===== src/rtl/manchester_2_nrz_decoder.sv =====
`timescale 1ns/1ps
// Manchester-to-NRZ receiver: acquires half-bit phase from the line, decodes one
// bit per two samples and packs WIDTH bits into word_out, first bit in the MSB.
module manchester_2_nrz_decoder #(
    parameter int WIDTH = 8
) (
    input  logic             clock_2x,
    input  logic             reset_b,
    input  logic             B_in,
    output logic             B_out,
    output logic             bit_valid,
    output logic [WIDTH-1:0] word_out,
    output logic             word_valid,
    output logic             locked,
    output logic             code_err
);
    localparam int CW = (WIDTH > 2) ? $clog2(WIDTH) : 1;

    typedef enum logic [1:0] {HUNT, FIRST, SECOND} state_t;

    state_t           state_q, state_d;
    logic             sync1_q, sync1_d, s_q, s_d, h1_q, h1_d, h2_q, h2_d;
    logic [1:0]       hist_cnt_q, hist_cnt_d;
    logic             sync_q, sync_d, first_half_q, first_half_d;
    logic [WIDTH-2:0] shift_q, shift_d;
    logic [WIDTH-1:0] word_out_q, word_out_d, next_word;
    logic [CW-1:0]    bit_cnt_q, bit_cnt_d;
    logic             B_out_q, B_out_d, bit_valid_q, bit_valid_d;
    logic             word_valid_q, word_valid_d, locked_q, locked_d;
    logic             code_err_q, code_err_d;
    logic             lock_hit, pair_ok;

    // A held level following an edge marks the first half of a 1 after a 0 (preamble 0,1).
    assign lock_hit  = (hist_cnt_q == 2'd2) && (h2_q != h1_q) && (h1_q == s_q);
    assign pair_ok   = (s_q != first_half_q);
    assign next_word = {shift_q, first_half_q};

    always_ff @(posedge clock_2x or negedge reset_b) begin
        if (!reset_b) state_q <= HUNT;
        else          state_q <= state_d;
    end

    always_comb begin
        state_d = state_q;
        case (state_q)
            HUNT:    if (lock_hit) state_d = SECOND;
            FIRST:   state_d = SECOND;
            SECOND:  state_d = pair_ok ? FIRST : HUNT;
            default: state_d = HUNT;
        endcase
    end

    always_comb begin
        sync1_d      = B_in;
        s_d          = sync1_q;
        h1_d         = s_q;
        h2_d         = h1_q;
        hist_cnt_d   = (hist_cnt_q == 2'd2) ? hist_cnt_q : hist_cnt_q + 2'd1;
        sync_d       = sync_q;
        first_half_d = first_half_q;
        shift_d      = shift_q;
        word_out_d   = word_out_q;
        bit_cnt_d    = bit_cnt_q;
        B_out_d      = B_out_q;
        bit_valid_d  = 1'b0;
        word_valid_d = 1'b0;
        locked_d     = locked_q;
        code_err_d   = 1'b0;
        case (state_q)
            HUNT: begin
                if (lock_hit) begin
                    locked_d     = 1'b1;
                    sync_d       = 1'b1;
                    first_half_d = s_q;
                end
            end
            FIRST: first_half_d = s_q;
            SECOND: begin
                if (pair_ok) begin
                    // The sync bit only establishes phase; it never reaches the word.
                    if (sync_q) begin
                        sync_d = 1'b0;
                    end else begin
                        B_out_d     = first_half_q;
                        bit_valid_d = 1'b1;
                        shift_d     = next_word[WIDTH-2:0];
                        if (bit_cnt_q == CW'(WIDTH - 1)) begin
                            word_out_d   = next_word;
                            word_valid_d = 1'b1;
                            bit_cnt_d    = '0;
                        end else begin
                            bit_cnt_d = bit_cnt_q + CW'(1);
                        end
                    end
                end else begin
                    code_err_d = 1'b1;
                    locked_d   = 1'b0;
                    bit_cnt_d  = '0;
                    sync_d     = 1'b0;
                end
            end
            default: ;
        endcase
    end

    always_ff @(posedge clock_2x or negedge reset_b) begin
        if (!reset_b) begin
            sync1_q      <= 1'b0;
            s_q          <= 1'b0;
            h1_q         <= 1'b0;
            h2_q         <= 1'b0;
            hist_cnt_q   <= 2'd0;
            sync_q       <= 1'b0;
            first_half_q <= 1'b0;
            shift_q      <= '0;
            word_out_q   <= '0;
            bit_cnt_q    <= '0;
            B_out_q      <= 1'b0;
            bit_valid_q  <= 1'b0;
            word_valid_q <= 1'b0;
            locked_q     <= 1'b0;
            code_err_q   <= 1'b0;
        end else begin
            sync1_q      <= sync1_d;
            s_q          <= s_d;
            h1_q         <= h1_d;
            h2_q         <= h2_d;
            hist_cnt_q   <= hist_cnt_d;
            sync_q       <= sync_d;
            first_half_q <= first_half_d;
            shift_q      <= shift_d;
            word_out_q   <= word_out_d;
            bit_cnt_q    <= bit_cnt_d;
            B_out_q      <= B_out_d;
            bit_valid_q  <= bit_valid_d;
            word_valid_q <= word_valid_d;
            locked_q     <= locked_d;
            code_err_q   <= code_err_d;
        end
    end

    assign B_out      = B_out_q;
    assign bit_valid  = bit_valid_q;
    assign word_out   = word_out_q;
    assign word_valid = word_valid_q;
    assign locked     = locked_q;
    assign code_err   = code_err_q;

endmodule


===== config.mk =====
export PLATFORM = sky130hd
export DESIGN_NAME = manchester_2_nrz_decoder
export DESIGN_NICKNAME = d
export VERILOG_FILES = /design/src/rtl/manchester_2_nrz_decoder.sv
export SDC_FILE = /design/constraint.sdc
export NUM_CORES = 1
export LEC_CHECK = 0
export ABC_AREA = 1
export CAP_MARGIN = 25
export CORE_ASPECT_RATIO = 0.75
export CORE_MARGIN = 4
export CORE_UTILIZATION = 53
export DETAILED_ROUTE_END_ITERATION = 16
export PLACE_DENSITY = 0.76
export SLEW_MARGIN = 20
export SYNTH_ARGS = -nofsm -noshare
export SYNTH_HDL_FRONTEND = slang
export SYNTH_SLANG_ARGS = --single-unit

===== constraint.sdc =====
create_clock -name clock_2x -period 1.5 [get_ports clock_2x]
set_input_delay 0.375 -clock clock_2x [delete_from_list [all_inputs] [get_ports clock_2x]]
set_output_delay 0.375 -clock clock_2x [all_outputs]
set_load 0.05 [all_outputs]

==> flow_summary.yaml <==
placed_design:
  place.gp.congestion: 0.732
  numPortBuffers: 15
  hpwlAfterDp_mm: 1.65
  dp_worst_setup_slack_ps: 87.6
  place_area_um2: 1690
outcome:
  status: "finished clean"
setup_path:
  crit_arrival_ps: 1640
  crit_path_end_kind: "register"
  worstPathMaxFanout: 15
  crit_required_ps: 1710
  crit_type: "register to register"
  startpoint_type: "register"
final_layout:
  drive_above_1_share_pct: 31.1
  layout.nets: 157
  antenna_cells: 0
  fin_area_um2: 1760
  final_core_util_pct: 75.0
  area_growth_pct: 32.2
routing:
  dr_total_vias: 896
  first_pass_iters: 5
  drcViolationCount: 0
  ant_nets: 0
  wl_per_cell_um: 12.2
  routed_wirelength_mm: 2.26
  via_per_inst: 4.84
  drt_iter0_drc: 34
clock_tree:
  clkTransAtPathRegs_ps: 100
  clock_path_buffers: 2
  h-tree-depth: 2
  cts_tree: "built"
  clockRootBuffer: "clkbuf_4"
  hold_buffers: 0
  numCtsBuffers: 5
  cts_num_sinks: 32
  clkLatencyLatePin_ps: 320
sta:
  fmax_ghz: 0.702
  setup_ws_ps: 74.8
  max-slew-margin-rel_pct: 79.3
  drv_slew: 0
  fin_skew_ps: 13.4
  tightest_slew_ps: 310
  layout_min_cycle_time_ps: 1430
  setup_viol: 0
  finalHoldViolCount: 0
  holdWs_ps: 366
  min_period_over_period_pct: 95.0
global_routing:
  grt_busiest_layer: "met2"
  grt_pass1_vias: 873
  grt_pass1_wl_mm: 3.96
  grt.met1_usage_pct: 19.7
  grt.total_usage_pct: 16.2
  grtUsageMet3_pct: 6.15
  grt_max_degree: 33
  grt_antenna_before_repair: 0
  met2_usage_pct: 25.1
  overflow: 0
power:
  power_leakage_nw: 0.857
  p_per_area_nw_per_um2: 1460
  vdd_ir_drop_max_uv: 798
logic_synthesis:
  yosysWarnings: 0
  syn_inst: 126
  seq_area_frac_synth_pct: 60.2
  ys_top_cells_by_count: "dfrtp_1 (32), nand2_1 (25), inv_1 (21), o21ai_2 (14), nor2_1 (7)"
  synthMostInstantiatedCell: "dfrtp_1"
  synth_nets: 133
  synth-edff-count: 0
  yosysTopAreaCell: "dfrtp_1"
  ys_top_cells_by_area: "dfrtp_1 (60%), o21ai_2 (9.2%), nand2_1 (7.0%), inv_1 (5.9%), ha_1 (3.8%)"
  yosysTopAreaCellShare_pct: 60.2
  syn_area_per_cell_um2: 10.6
  synthArstFlopShare_pct: 100
  ys_types: 16
  synth_seq_cells: 32
  synthesis.area_um2: 1330
  synth-main-ff-cell: "dfrtp_1"
min_path:
  holdCritPathClass: "register to register"
die:
  die_width_um: 65.9
  core_um2: 2350
  start_util_pct: 56.7
  num_io_pins: 16
  rows: 15
  die_h_um: 51.4
  die-area_um2: 3390
job:
  drv_cap: 0
flip-flops by register name, summed over array words and instances, names as in the netlist:
signal / cells
bit_cnt_q: 3
shift_q: 7
hist_cnt_q: 2
sync_q: 1
first_half_q: 1
word_valid: 1
code_err: 1
bit_valid: 1
h1_q: 1
h1_d: 1
locked: 1
state_q: 2
s_d: 1
h2_q: 1
word_out: 8
worst max-delay path, cell delays in order, from the launching register on:
cell,delay (ps)
dfrtp_1,390
ha_2,200
ha_1,140
inv_1,40
nor2_1,110
nand3_2,120
buf_12,190
nand2_1,80
o21ai_2,60
final timing paths:
path                         startpoint          end  slack (ps)  depth (start not counted)
setup / recovery           bit_cnt_q[0]  word_out[2]          70                          8
hold / removal                      s_d         h1_d         370                          0
setup reg to reg           bit_cnt_q[0]  word_out[2]          70                          8
hold reg to reg                     s_d         h1_d         370                          0
max in group asynchronous       reset_b         h1_d         920                          2
min in group asynchronous       reset_b   state_q[0]         400                          2
cell families (layout without fill, tap and decap cells):
| logic type | count (synthesis) | in the layout | synth area share, % |
|---|---|---|---|
| AOI/OAI and AO/OA | 21 | 21 | 11.8 |
| xor gates and xnor gates | 2 | 2 | 1.88 |
| adders and majority gates | 4 | 4 | 3.76 |
| buffers and inverters | 24 | 49 | 7.89 |
| DFF | 32 | 32 | 60.2 |
| and+or+nand+nor | 43 | 43 | 14.5 |
cell type report:
type / count / area [um^2]
clock buffers: 8 / 58.8
fillers: 156 / 586
multi-input cells: 70 / 428
repair buffers: 19 / 348
flip-flops and latches: 32 / 801
inverters: 22 / 82.6
well taps: 34 / 42.5
per-stage QoR:
stage | instances | power [W] | TNS (ps)
2_1_floorplan | 126 | 0.00172 | 0
3_3_place_gp | 176 | 0.00204 | 0
3_5_place_dp | 176 | 0.00208 | 0
4_1_cts | 184 | 0.00259 | 0
5_1_grt | 185 | 0.00275 | -0.249
6_report | 185 | 0.00258 | 0
repair_timing:
item	CTS	global route
endpoints found under the setup margin	0	6
gates resized for setup	0	1
buffers inserted	0	1
power by group:
part,switching [W],internal [W]
combinational,0.000538,0.000366
sequential,0.000142,0.00103
clock,0.000266,0.000231
cell usage in the layout (no fill, tap or decap), types with 2 or more instances in the layout:
| master | Yosys | final |
|---|---|---|
| clkdlybuf4s50_1 | 0 | 2 |
| clkbuf_4 | 0 | 5 |
| dfrtp_1 | 32 | 32 |
| clkbuf_1 | 0 | 2 |
| nand3_1 | 3 | 3 |
| ha_1 | 4 | 3 |
| o21ai_2 | 14 | 14 |
| o21ai_0 | 6 | 6 |
| nor2_1 | 7 | 7 |
| nand2_1 | 25 | 25 |
| buf_12 | 0 | 16 |
| nand3_2 | 2 | 2 |
| inv_1 | 21 | 21 |
| nand2_2 | 5 | 5 |
metal layers:
layer / wire length [um] / part of all wire [%]
met1: 983 / 44
met2: 1100 / 49
met3: 114 / 5.0
met4: 61 / 2.7
met5: 0 / 0
Power figures use the tool's default switching activity.
